--- src/rtl/uart_tx_framer.sv ---
// UART transmit framer: serialises one accepted byte into start/data/parity/stop
// bits, timed by an external oversampling baud tick.
module uart_tx_framer #(
   parameter int unsigned OVERSAMPLE = 16
) (
   input  logic       clk,
   input  logic       resetn,
   input  logic       bclk_tick,
   input  logic       tx_en,
   input  logic [1:0] wls,
   input  logic       stb,
   input  logic       pen,
   input  logic       eps,
   input  logic       stick_par,
   input  logic       break_ctl,
   input  logic [7:0] tx_data,
   input  logic       tx_valid,
   output logic       tx_ready,
   output logic       txd,
   output logic       tx_busy,
   output logic       tx_done
);

   localparam int unsigned CNT_W = (OVERSAMPLE > 2) ? $clog2(OVERSAMPLE) : 1;
   localparam logic [CNT_W-1:0] CNT_LAST = CNT_W'(OVERSAMPLE - 1);

   typedef enum logic [2:0] {
      IDLE   = 3'd0,
      START  = 3'd1,
      DATA   = 3'd2,
      PARITY = 3'd3,
      STOP   = 3'd4
   } state_t;

   state_t           state;
   logic [CNT_W-1:0] tick_cnt;
   logic [2:0]       bit_idx;
   logic [1:0]       wls_q;
   logic             stb_q;
   logic             pen_q;
   logic             par_q;
   logic             stop_cnt;
   logic [7:0]       shreg;
   logic             line_q;
   logic             txd_q;
   logic             done_q;
   logic             bit_end;
   logic [2:0]       last_idx;

   // Parity over the data bits that will actually be sent for word length w.
   function automatic logic calc_parity(input logic [7:0] d, input logic [1:0] w,
                                        input logic e, input logic s);
      logic [7:0] mask;
      logic       x;
      case (w)
         2'b00:   mask = 8'h1F;
         2'b01:   mask = 8'h3F;
         2'b10:   mask = 8'h7F;
         default: mask = 8'hFF;
      endcase
      x = ^(d & mask);
      if (s) return ~e;
      return e ? x : ~x;
   endfunction

   // Line value as it appears on txd, with break overriding to space.
   function automatic logic line_out(input logic v);
      return v & ~break_ctl;
   endfunction

   assign tx_ready = tx_en & (state == IDLE);
   assign tx_busy  = (state != IDLE);
   assign txd      = txd_q;
   assign tx_done  = done_q;
   assign bit_end  = bclk_tick & (tick_cnt == CNT_LAST);
   assign last_idx = 3'(wls_q) + 3'd4;

   // Frame sequencer; txd is re-registered every cycle so break has one-clk latency.
   always_ff @(posedge clk or negedge resetn) begin
      if (!resetn) begin
         state    <= IDLE;
         tick_cnt <= '0;
         bit_idx  <= '0;
         wls_q    <= '0;
         stb_q    <= 1'b0;
         pen_q    <= 1'b0;
         par_q    <= 1'b0;
         stop_cnt <= 1'b0;
         shreg    <= '0;
         line_q   <= 1'b1;
         txd_q    <= 1'b1;
         done_q   <= 1'b0;
      end else begin
         done_q <= 1'b0;
         txd_q  <= line_out(line_q);
         if ((state != IDLE) && bclk_tick) begin
            tick_cnt <= bit_end ? '0 : tick_cnt + 1'b1;
         end
         case (state)
            IDLE: begin
               if (tx_en && tx_valid) begin
                  state    <= START;
                  tick_cnt <= '0;
                  shreg    <= tx_data;
                  wls_q    <= wls;
                  stb_q    <= stb;
                  pen_q    <= pen;
                  par_q    <= calc_parity(tx_data, wls, eps, stick_par);
                  line_q   <= 1'b0;
                  txd_q    <= line_out(1'b0);
               end
            end
            START: begin
               if (bit_end) begin
                  state   <= DATA;
                  bit_idx <= '0;
                  line_q  <= shreg[0];
                  txd_q   <= line_out(shreg[0]);
               end
            end
            DATA: begin
               if (bit_end) begin
                  if (bit_idx == last_idx) begin
                     state    <= pen_q ? PARITY : STOP;
                     stop_cnt <= 1'b0;
                     line_q   <= pen_q ? par_q : 1'b1;
                     txd_q    <= line_out(pen_q ? par_q : 1'b1);
                  end else begin
                     bit_idx <= bit_idx + 3'd1;
                     shreg   <= shreg >> 1;
                     line_q  <= shreg[1];
                     txd_q   <= line_out(shreg[1]);
                  end
               end
            end
            PARITY: begin
               if (bit_end) begin
                  state    <= STOP;
                  stop_cnt <= 1'b0;
                  line_q   <= 1'b1;
                  txd_q    <= line_out(1'b1);
               end
            end
            STOP: begin
               if (bit_end) begin
                  if (stb_q && !stop_cnt) begin
                     stop_cnt <= 1'b1;
                  end else begin
                     state  <= IDLE;
                     done_q <= 1'b1;
                  end
               end
            end
            default: begin
               state  <= IDLE;
               line_q <= 1'b1;
            end
         endcase
      end
   end

endmodule
--- config.mk ---
export PLATFORM = sky130hd
export DESIGN_NAME = uart_tx_framer
export DESIGN_NICKNAME = d
export VERILOG_FILES = /design/src/rtl/uart_tx_framer.sv
export SDC_FILE = /design/constraint.sdc
export NUM_CORES = 1
export LEC_CHECK = 0
export ABC_AREA = 1
export CAP_MARGIN = 0
export CORE_MARGIN = 5
export CORE_UTILIZATION = 58
export DETAILED_ROUTE_END_ITERATION = 10
export GPL_ROUTABILITY_DRIVEN = 0
export PLACE_DENSITY_LB_ADDON = 0.1
export RECOVER_POWER = 25
export SKIP_LAST_GASP = 1
export SLEW_MARGIN = 10
export SYNTH_ARGS = -nofsm -noshare
export SYNTH_HDL_FRONTEND = slang
export SYNTH_SLANG_ARGS = --single-unit
--- constraint.sdc ---
create_clock -name clk -period 3.45 [get_ports clk]
set_input_delay 0.8625 -clock clk [delete_from_list [all_inputs] [get_ports clk]]
set_output_delay 0.8625 -clock clk [all_outputs]
set_load 0.05 [all_outputs]
==> Word level (Yosys, flattened, before mapping) <==
Index checks and enable logic that the tools add are counted.
Widths: inputs -> output; s select.
{ "op_classes": {"n_addsub": 3, "n_eq_ne": 17, "n_reduce_logical": 17, "muxes": 52, "n_bitwise": 11} }
{ "op_table": {"columns": ["op", "count"], "rows": [
  ["$mux 8", 5],
  ["$mux 3", 11],
  ["$mux 1", 25],
  ["$pmux 8 s3", 1],
  ["$mux 4", 4],
  ["$ne 2x2->1 const B", 8],
  ["$pmux 8 s2", 1],
  ["$pmux 3 s5", 1],
  ["$and 8x8->8", 1],
  ["$reduce_and 4->1", 2],
  ["$reduce_xor 8->1", 1],
  ["$reduce_and 7->1", 1],
  ["$and 1x1->1", 6],
  ["$eq 3x2->1 const B", 2],
  ["$pmux 3 s2", 1],
  ["$reduce_and 6->1", 1],
  ["$reduce_bool 3->1", 2],
  ["$pmux 1 s5", 1],
  ["$reduce_and 5->1", 1],
  ["$add 4x1->4 const B", 1],
  ["$eq 4x4->1 const B", 1],
  ["$not 1->1", 4],
  ["$pmux 1 s4", 1],
  ["$reduce_bool 2->1", 2],
  ["other kinds (14)", 16]
]} }
{ "word_totals": {"word_cells": 112, "output_inout_bits": 4, "regBits": 27} }

==> Depth between registers and ports, before layout <==
Gate-level depths: netlist (run 1).
{ "logic_depth": {"depth_word": 9, "depth_mapped": 11, "depth_no_buf": 11} }

==> Worst setup path after synthesis (run 1) <==
No wires, ideal clock.
{ "synth_path": {"kind": "input -> output", "from": "in tx_en", "to": "out tx_ready", "path_slack_ns": 1.047, "arrival_time_ns": 1.541, "required_ns": 2.588, "path_buffers": 0, "stages": 2, "path_cell_list": "inv_1 > nor2_1"} }
{ "synth_via": {"elab_chain_len": 1} }
{ "synth_lines": {"columns": ["item", "line", "rtl"], "rows": [
  ["from (decl)", "9", "input logic tx_en,"],
  ["$and 1x1->1", "71", "assign tx_ready = tx_en & (state == IDLE);"],
  ["to (decl)", "18", "output logic tx_ready,"]
]} }
Every way passes these cells.

==> Worst setup path in the final report (run 1) <==
{ "layout_path": {"from": "reg state[2]", "to": "out tx_busy"} }
{ "layout_via": {"elab_chain_len": 1} }
{ "layout_lines": {"columns": ["item", "line", "rtl"], "rows": [
  ["from (decl)", "35", "state_t state;"],
  ["from (signal assigned)", "124", "state <= pen_q ? PARITY : STOP;"],
  ["$reduce_bool 3->1", "72", "assign tx_busy = (state != IDLE);"],
  ["to (decl)", "20", "output logic tx_busy,"]
]} }
Every way passes these cells.

==> impl_metrics.py, run 1 <==
metrics = {
    "outcome": {
        "status": "completed",
    },
    "cts": {
        "holdBufCountCts": 0,
        "htreeDepth": 1,
        "clock_latency_ns": 0.33,
        "cts_sinks": 27,
        "post-cts-setup-buffers": 0,
        "cts_tree": "built",
        "cts_root_buffer": "clkbuf_4",
        "cts_buffer_depth": 2,
        "cts_resized": 0,
        "clk_pin_slew_ns": 0.15,
        "tritoncts.num_buffers": 3,
    },
    "drt": {
        "finalWirelength_mm": 3.36,
        "drc": 0,
        "ant_nets": 0,
        "vias_per_cell": 5.34,
        "dr.first_iter.drc_count": 83,
        "dr.pass1.iters": 4,
        "vias": 1452,
        "wire_per_inst_um": 12.4,
    },
    "setup_path": {
        "r2r_end": "shreg[1]$_DFFE_PN0P_",
        "worst_setup_path_start_kind": "flop",
        "worstSetupEndpointType": "primary output",
        "rr_startpoint": "tick_cnt[0]$_DFF_PN0_",
        "cp_max_fo": 8,
        "worstPathRequired_ns": 2.59,
        "cpPeakStageDelay_ns": 0.83,
        "cp.arrival_ns": 1.97,
        "crit_slowest_cell": "clkdlybuf4s50_1",
        "r2r_cells": 8,
        "r2r_setup_slack_ns": 1.56,
        "worstPathCellList": "nor2_4 -> nand2_4 -> clkdlybuf4s50_1",
        "crit_type": "flop to primary output",
    },
    "grt": {
        "grt-ovfl-total": 0,
        "top_usage_layer": "met2",
        "grt_usage": 0.183,
        "use_met1": 0.232,
        "use_met3": 0.0284,
        "grt_max_degree": 28,
        "grt_antenna_before_repair": 0,
        "grt_use_met2": 0.321,
        "grt_pass1_wl_mm": 6.04,
        "grt_pass1_vias": 1419,
    },
    "finish": {
        "nets": 264,
        "num_antenna_cells": 0,
        "stdcell_area_um2": 1910,
        "area_growth_pct": 16.4,
        "drive_above_1_share": 0.0913,
        "final_cell_count_no_fill": 272,
    },
    "synthesis": {
        "ys_top_cells_by_count": "nand2_1, inv_1, dfrtp_1, o21ai_0, nand3_1",
        "synth-simple-area-share": 0.273,
        "synthAdderAreaFrac": 0.0152,
        "synth-compound-area-share": 0.164,
        "syn_inst": 216,
        "synth-edff-count": 0,
        "synth.area.mux_share": 0,
        "yosys_warnings": 0,
        "synthFlopType": "dfrtp_1",
        "synth_top_family_by_area": "simple AND/OR/NAND/NOR gates",
        "syn_area_per_cell_um2": 7.61,
        "yosys.area.top_type": "dfrtp_1",
        "synthMostInstantiatedCell": "nand2_1",
        "yosys.area.top_type_share": 0.381,
        "synth_area_leaders": "dfrtp_1, nand2_1, inv_1",
        "synth-async-reset-ratio": 1.00,
        "synth_xor_area_frac": 0.0320,
        "synth-seq-cells": 27,
        "synth-seq-area-share": 0.412,
        "synth_nets": 238,
        "ys_types": 30,
        "synthesis.area_um2": 1640,
    },
    "sta": {
        "layout_worst_path_cycle_share": 0.821,
        "tightest_slew_ns": 1.45,
        "finalWorstSetupSlack_ns": 0.619,
        "rsz0062_at_grt": "false",
        "fin_skew_ns": 0.00659,
        "final_max_slew_viol_count": 0,
        "final_hold_viol_count": 0,
        "min_period_ns": 2.83,
        "fmax_ghz": 0.353,
        "relSlewSlack": 0.0361,
        "fin_setup_tns_ns": 0,
        "setup_violations": 0,
    },
    "pwr": {
        "pwr-share-comb": 0.551,
        "internal_power_mw": 0.808,
        "switching_share": 0.470,
        "p_leak_nw": 0.937,
        "power_frac_clock": 0.091,
        "pwr_density_cell_nw_per_um2": 797,
        "power_frac_seq": 0.358,
        "power_switching_mw": 0.716,
        "max-vdd-ir-drop_uv": 748,
    },
    "floorplan": {
        "num_rows": 19,
        "die_y_um": 63.2,
        "die-area_um2": 4000,
        "pin_count": 24,
        "fp.coreArea_um2": 2730,
        "initial_core_util": 0.601,
        "die_w_um": 63.2,
    },
    "placement": {
        "dpl.hpwl_mm": 2.61,
        "dpl_worst_slack_ns": 0.857,
        "post_dp_cell_area_um2": 1890,
        "io_buffers": 23,
        "dp.cells": 268,
    },
    "worst_hold_path": {
        "hold_path_end": "stop_cnt$_DFFE_PN0P_",
        "hp-class": "flop to flop",
        "worstHoldStart": "stop_cnt$_DFFE_PN0P_",
        "hold_depth": 2,
    },
    "flow_run": {
        "drv_cap": 0,
    },
}
routing by layer:
metal	share of wire	up-vias	wire length, um
met5	0	-	0
met4	0.0065	0	22
met1	0.46	673	1560
met2	0.49	35	1650
li1	-	740	-
met3	0.041	4	138
state kept, by name (all words and copies together) (netlist names):
signal	flops
par_q	1
shreg	8
line_q	1
tick_cnt	4
stop_cnt	1
state	3
bit_idx	3
txd	1
stb_q	1
pen_q	1
wls_q	2
tx_done	1
placed cells by master (no fill, tap or decap):
cell type	instances
nand2_1	53
inv_1	34
dfrtp_1	25
o21ai_0	23
clkdlybuf4s50_1	21
nand3_1	18
nor2_1	15
o211ai_1	6
a21oi_1	4
o21ai_1	4
xnor2_1	3
nor2_4	3
nand2_4	3
xor2_1	3
clkbuf_4	3
inv_2	2
nand4_1	2
ha_1	2
clkbuf_1	2
dfstp_2	2
or2_2	1
nand2_2	1
nor3_1	1
nor2_2	1
inv_4	1
a21oi_4	1
a21boi_4	1
a31oi_1	1
a22oi_1	1
o211ai_2	1
o21ai_2	1
dlygate4sd3_1	1
buf_4	1
critical path: cells and delay by family, from the launching register on:
| kind | cells | cell delay, ns |
|---|---|---|
| buf+inv | 1 | 0.83 |
| flops | 1 | 0.55 |
| simple gates | 2 | 0.26 |
worst max path at each step:
| stage | startpoint | endpoint | slack (ns) | depth (start not counted) |
|---|---|---|---|---|
| after floorplan | tx_en | tx_ready | 1.05 | 2 |
| after global placement | tx_en | tx_ready | 0.92 | 4 |
| after detailed placement | bclk_tick | shreg[1]$_DFFE_PN0P_ | 0.86 | 8 |
| after CTS | state[2]$_DFFE_PN0P_ | tx_busy | 0.63 | 3 |
| after global routing | state[2]$_DFFE_PN0P_ | tx_busy | 0.54 | 3 |
| final | state[2]$_DFFE_PN0P_ | tx_busy | 0.62 | 3 |
cell families (layout without fill, tap and decap cells):
family / after synthesis / count (layout)
AOI/OAI and AO/OA: 43 / 43
xor gates and xnor gates: 6 / 6
adders and majority gates: 2 / 2
buffers and inverters: 40 / 65
DFF: 27 / 27
and+or+nand+nor: 98 / 98
final cells by class:
class,instances,area [um2]
Sequential cell,27,678
Clock buffer,4,26.3
Inverter,37,141
Timing Repair Buffer,24,231
Multi-Input combinational cell,149,797
Fill cell,229,821
Tap cell,31,38.8
power groups by stage:
stage / Combinational, mW / Sequential [mW] / Clock [mW]
detailed placement: 0.833 / 0.553 / 0
global route: 0.953 / 0.567 / 0.157
finish: 0.840 / 0.546 / 0.139
floorplan: 0.688 / 0.541 / 0
CTS: 0.841 / 0.546 / 0.138
global placement: 0.802 / 0.547 / 0
per-stage QoR:
stage	total power, mW	util	hold WS, ns
after global routing	1.68	0.700	0.539
after floorplan	1.23	-	0.442
final	1.52	0.700	0.498
after global placement	1.35	0.692	0.460
after detailed placement	1.39	0.692	0.470
after CTS	1.52	0.701	0.502
(Power assumes the default switching activity.)
==> run 2: changes to the inputs <==
Settings changed: CORE_UTILIZATION 58 to 48.
Clock period 3.45 ns to 2.55 ns, I/O delays scaled along.
==> run 2 against run 1 <==
Final cell count rose by 5.5%. Critical path depth shrank 2. Register-to-register slack lost 0.89 ns. Clock power grew 35%.
==> impl_metrics.py, run 2 (same netlist as run 1, synthesis figures left out) <==
metrics = {
    "setup_path": {
        "cp_max_fo": 1,
        "rr_startpoint": "tick_cnt[0]$_DFF_PN0_",
        "r2r_setup_slack_ns": 0.67,
        "cpPeakStageDelay_ns": 0.79,
        "worst_setup_path_start_kind": "flop",
        "worstPathCellList": "clkdlybuf4s50_1",
        "cp.arrival_ns": 1.66,
        "worstSetupEndpointType": "primary output",
        "critPathTopFamily": "buffers and inverters",
        "worstPathRequired_ns": 1.91,
        "crit_slowest_cell": "clkdlybuf4s50_1",
        "crit_buf_inv": 1,
        "crit_type": "flop to primary output",
        "startpoint": "txd$_DFF_PN1_",
    },
    "pwr": {
        "power_frac_clock": 0.092,
        "switching_share": 0.466,
        "pwr-share-comb": 0.547,
        "pwr_density_cell_nw_per_um2": 1060,
        "power_mw": 2.05,
        "p_leak_nw": 0.940,
        "power_switching_mw": 0.955,
        "power_frac_seq": 0.361,
        "internal_power_mw": 1.10,
        "max-vdd-ir-drop_uv": 485,
    },
    "cts": {
        "clk_pin_slew_ns": 0.15,
        "htreeDepth": 1,
        "cts_sinks": 27,
        "cts_root_buffer": "clkbuf_4",
        "holdBufCountCts": 0,
        "cts_resized": 0,
        "post-cts-setup-buffers": 0,
        "cts_tree": "built",
        "tritoncts.num_buffers": 3,
        "clock_latency_ns": 0.33,
        "cts_buffer_depth": 2,
    },
    "finish": {
        "top_regs": "shreg: 8 flops, tick_cnt: 4 flops",
        "area_growth_pct": 18.1,
        "final_cell_mix": "nand2_1, inv_1, dfrtp_1, o21ai_0, clkdlybuf4s50_1",
        "final_cell_count_no_fill": 287,
        "num_antenna_cells": 0,
        "drive_above_1_share": 0.0954,
        "layout_commonest_cell": "nand2_1",
        "top_register": "shreg",
        "nets": 264,
        "largest_register_ffs": 8,
        "fillers": 335,
    },
    "sta": {
        "relSlewSlack": 0.0430,
        "fin_skew_ns": 0.0122,
        "rsz0062_at_grt": "false",
        "setup_violations": 0,
        "final_max_slew_viol_count": 0,
        "fin_setup_tns_ns": 0,
        "tightest_slew_ns": 1.44,
        "fmax_ghz": 0.435,
        "min_period_ns": 2.30,
        "layout_worst_path_cycle_share": 0.902,
        "final_hold_viol_count": 0,
    },
    "outcome": {
        "status": "completed",
    },
    "drt": {
        "ant_nets": 0,
        "vias": 1407,
        "wire_per_inst_um": 11.7,
        "dr.pass1.iters": 4,
        "dr.first_iter.drc_count": 131,
        "finalWirelength_mm": 3.35,
        "vias_per_cell": 4.90,
        "drc": 0,
    },
    "floorplan": {
        "pin_count": 24,
        "die_y_um": 68.5,
        "die_w_um": 68.5,
        "num_rows": 21,
        "fp.coreArea_um2": 3340,
        "die-area_um2": 4700,
        "initial_core_util": 0.493,
    },
    "flow_run": {
        "drv_cap": 0,
    },
    "placement": {
        "io_buffers": 23,
        "dpl.hpwl_mm": 2.59,
        "dp.cells": 283,
    },
    "grt": {
        "grt_pass1_wl_mm": 5.80,
        "grt_antenna_before_repair": 0,
        "grt_usage": 0.163,
        "grt-ovfl-total": 0,
        "grt_pass1_vias": 1335,
        "grt_max_degree": 28,
    },
    "worst_hold_path": {
        "hp-class": "flop to flop",
        "worstHoldStart": "stb_q$_DFFE_PN0P_",
    },
}
-- run 2: final cells by class --
cell class                      instances  area [um2]  area share
Inverter                               37         141      0.0728
Sequential cell                        27         678       0.349
Clock buffer                            4        26.3      0.0135
Multi-Input combinational cell        149         797       0.410
Timing Repair Buffer                   24         241       0.124
Tap cell                               46        57.6      0.0296
-- run 2: stage by stage --
stage	setup WS, ns	instance area (um2)	utilization	hold slack, ns
after global placement	0.235	1920	0.575	0.470
after CTS	0.239	1950	0.583	0.504
after global routing	0.209	1940	0.582	0.548
after detailed placement	0.173	1920	0.575	0.466
final	0.249	1940	0.582	0.511
after floorplan	0.380	1640	-	0.342
-- run 2: layer usage --
layer  track usage  wire (um)  vias to the layer above
met5             0          0                        -
met4        0.0347         23                        0
met3        0.0421        200                        2
met2         0.269       1510                       36
met1         0.213       1610                      623
li1              -          -                      746
-- run 2: worst paths after layout --
kind                                   endpoint  cells past startpoint
max                                         txd                      1
min                           stb_q$_DFFE_PN0P_                      2
max reg2reg                shreg[5]$_DFFE_PN0P_                      8
min reg2reg                   stb_q$_DFFE_PN0P_                      2
max in group asynchronous  shreg[4]$_DFFE_PN0P_                      2
min in group asynchronous  state[2]$_DFFE_PN0P_                      2
-- run 2: power groups by stage --
| stage | Clock (mW) | Combinational, mW | Sequential [mW] |
|---|---|---|---|
| 2_1_floorplan | 0 | 0.931 | 0.731 |
| 3_3_place_gp | 0 | 1.12 | 0.746 |
| 3_5_place_dp | 0 | 1.13 | 0.748 |
| 4_1_cts | 0.194 | 1.13 | 0.741 |
| 5_1_grt | 0.212 | 1.30 | 0.760 |
| 6_report | 0.188 | 1.12 | 0.741 |
==> edit, RTL diff (config.mk and constraints of run 2) <==
Re-encode `state_t` (5 states) as Gray code, 3 bits wide.
--- a/src/rtl/uart_tx_framer.sv
+++ b/src/rtl/uart_tx_framer.sv
@@ -26,9 +26,9 @@
 
    typedef enum logic [2:0] {
-      IDLE   = 3'd0,
-      START  = 3'd1,
-      DATA   = 3'd2,
-      PARITY = 3'd3,
-      STOP   = 3'd4
+      IDLE   = 3'b000,
+      START  = 3'b001,
+      DATA   = 3'b011,
+      PARITY = 3'b010,
+      STOP   = 3'b110
    } state_t;
 
Formal check against the unedited RTL: same outputs for any inputs over 10 cycles, from zero or initial values and one cycle with resetn low; not proved beyond that.
==> edit against run 2 <==
  * Sequential share of layout area down 0.067 points
  * Cell area up 0.19%
  * Clock skew down 0.010 ns
  * Wire length down 6.3%
  * Setup slack better by 0.0048 ns
  * Count of clock-buffer cells in the layout unchanged
  * Synthesized area down 1.3%
  * Power down 4.4%
  * Clock power up 2%
  * Via count up 2.1%
  * Sequential cell count unchanged
  * Combinational power down 9.8%
  * Largest cell class unchanged
==> edit: results (changes against run 2) <==
initial drt markers 61 (-53%); Seq/Total Area, Yosys 41.79% (+0.54 points); total power 1961 uW (-4.4%); setup bufs post-CTS 0 (unchanged); all-layer global routing usage 14.86% (-1.4 points); share of cells above drive strength 1 9.877% (+0.33 points); Hold/Removal Path Class reg -> reg; area share of xor/xnor cells in the synthesized design 3.778% (+0.58 points); Seq pwr share 38.5% (+2.4 points); H-tree levels 1 (unchanged); WHS Endpoint line_q; Power Internal 1063 uW (-3.0%); FF-to-FF setup slack 0.72 ns (+0.05 ns); LEAKAGE 0.0009461 uW (+0.68%); Peak VDD IR 411.0 uV (-15%); vias in the first global route 1265 (-5.2%); initial antenna violation count 0 (unchanged); vias per cell 4.972 (+1.4%); Clock Skew 0.001704 ns (-0.01048 ns); post-DP HPWL 2390 um (-7.7%); Synth area leaders dfrtp_1 (39%), nand2_1 (11%), inv_1 (8.3%); first-pass GRT wire length 5223 um (-9.9%); Post-Synth Adder-Cell Area 1.542% (+0.020 points); top post-synthesis cells by count nand2_1 (49), inv_1 (36), dfrtp_1 (25), o21ai_0 (23), nor2_1 (18); Pre-Repair DR Iteration Count 4 (unchanged); Placement Cell Area 0.001921 mm^2 (about the same); Comb power frac 51.7% (-3.0 points); Final nets 266 (+0.76%); FF-to-FF Start state[2]; compound-gate portion of the synthesized area 17.66% (+1.2 points); Detailed Route WL 3134 um (-6.3%); RR Endpoint shreg[4]; status finished, final reports clean; Hold Crit Start line_q; port bufs 23 (unchanged); Worst R2R Path Depth 7 (-1); Worst-Margin Slew 1.467 ns (+0.03132 ns)
==> edit: changes by cell type after synthesis, sizes merged <==
cell / delta
nand2: -5
inv: +3
buf: -2
o21bai: +1
xor2: +1
clkbuf: +1
nand3: -3
a22oi: -1
nand4: +1
o21ai: -1
a21oi: +5
o31ai: +1
a21boi: -1
==> edit: what timing repair did <==
item,in CTS,in global routing
hold buffers,0,0
endpoints found under the setup margin,0,1
resized for setup,0,1
hold endpoints to repair,0,0
==> edit: worst max path at each step <==
stage	cells after the start	end	startpoint	slack (ns)
floorplan	3	tx_ready	state[1]	0.44
global placement	7	shreg[3]	bclk_tick	0.26
detailed placement	7	shreg[4]	bclk_tick	0.22
CTS	3	tx_busy	state[2]	0.02
global route	1	txd	txd	0.22
finish	1	txd	txd	0.25
==> edit: per-stage QoR <==
| step | setup slack [ns] | hold slack, ns | instances |
|---|---|---|---|
| 5_1_grt | 0.2172 | 0.4899 | 289 |
| 6_report | 0.2536 | 0.4807 | 289 |
| 3_3_place_gp | 0.2580 | 0.4604 | 285 |
| 4_1_cts | 0.01648 | 0.4811 | 289 |
| 2_1_floorplan | 0.4359 | 0.3419 | 216 |
| 3_5_place_dp | 0.2245 | 0.4589 | 285 |
==> edit: per-layer routing <==
metal / track usage [%] / up-vias / wire, um
met5: 0 / - / 0
met4: 6.452 / 0 / 34
met3: 2.135 / 4 / 96
met2: 24.43 / 16 / 1486
met1: 19.36 / 669 / 1517
li1: - / 748 / -
==> edit: area by class of cell <==
class / count / area, um^2
multi-input cells: 147 / 779.5
fillers: 343 / 1365
flip-flops and latches: 27 / 678.2
repair buffers: 25 / 254.0
well taps: 46 / 57.56
clock buffers: 4 / 26.28
inverters: 40 / 150.1
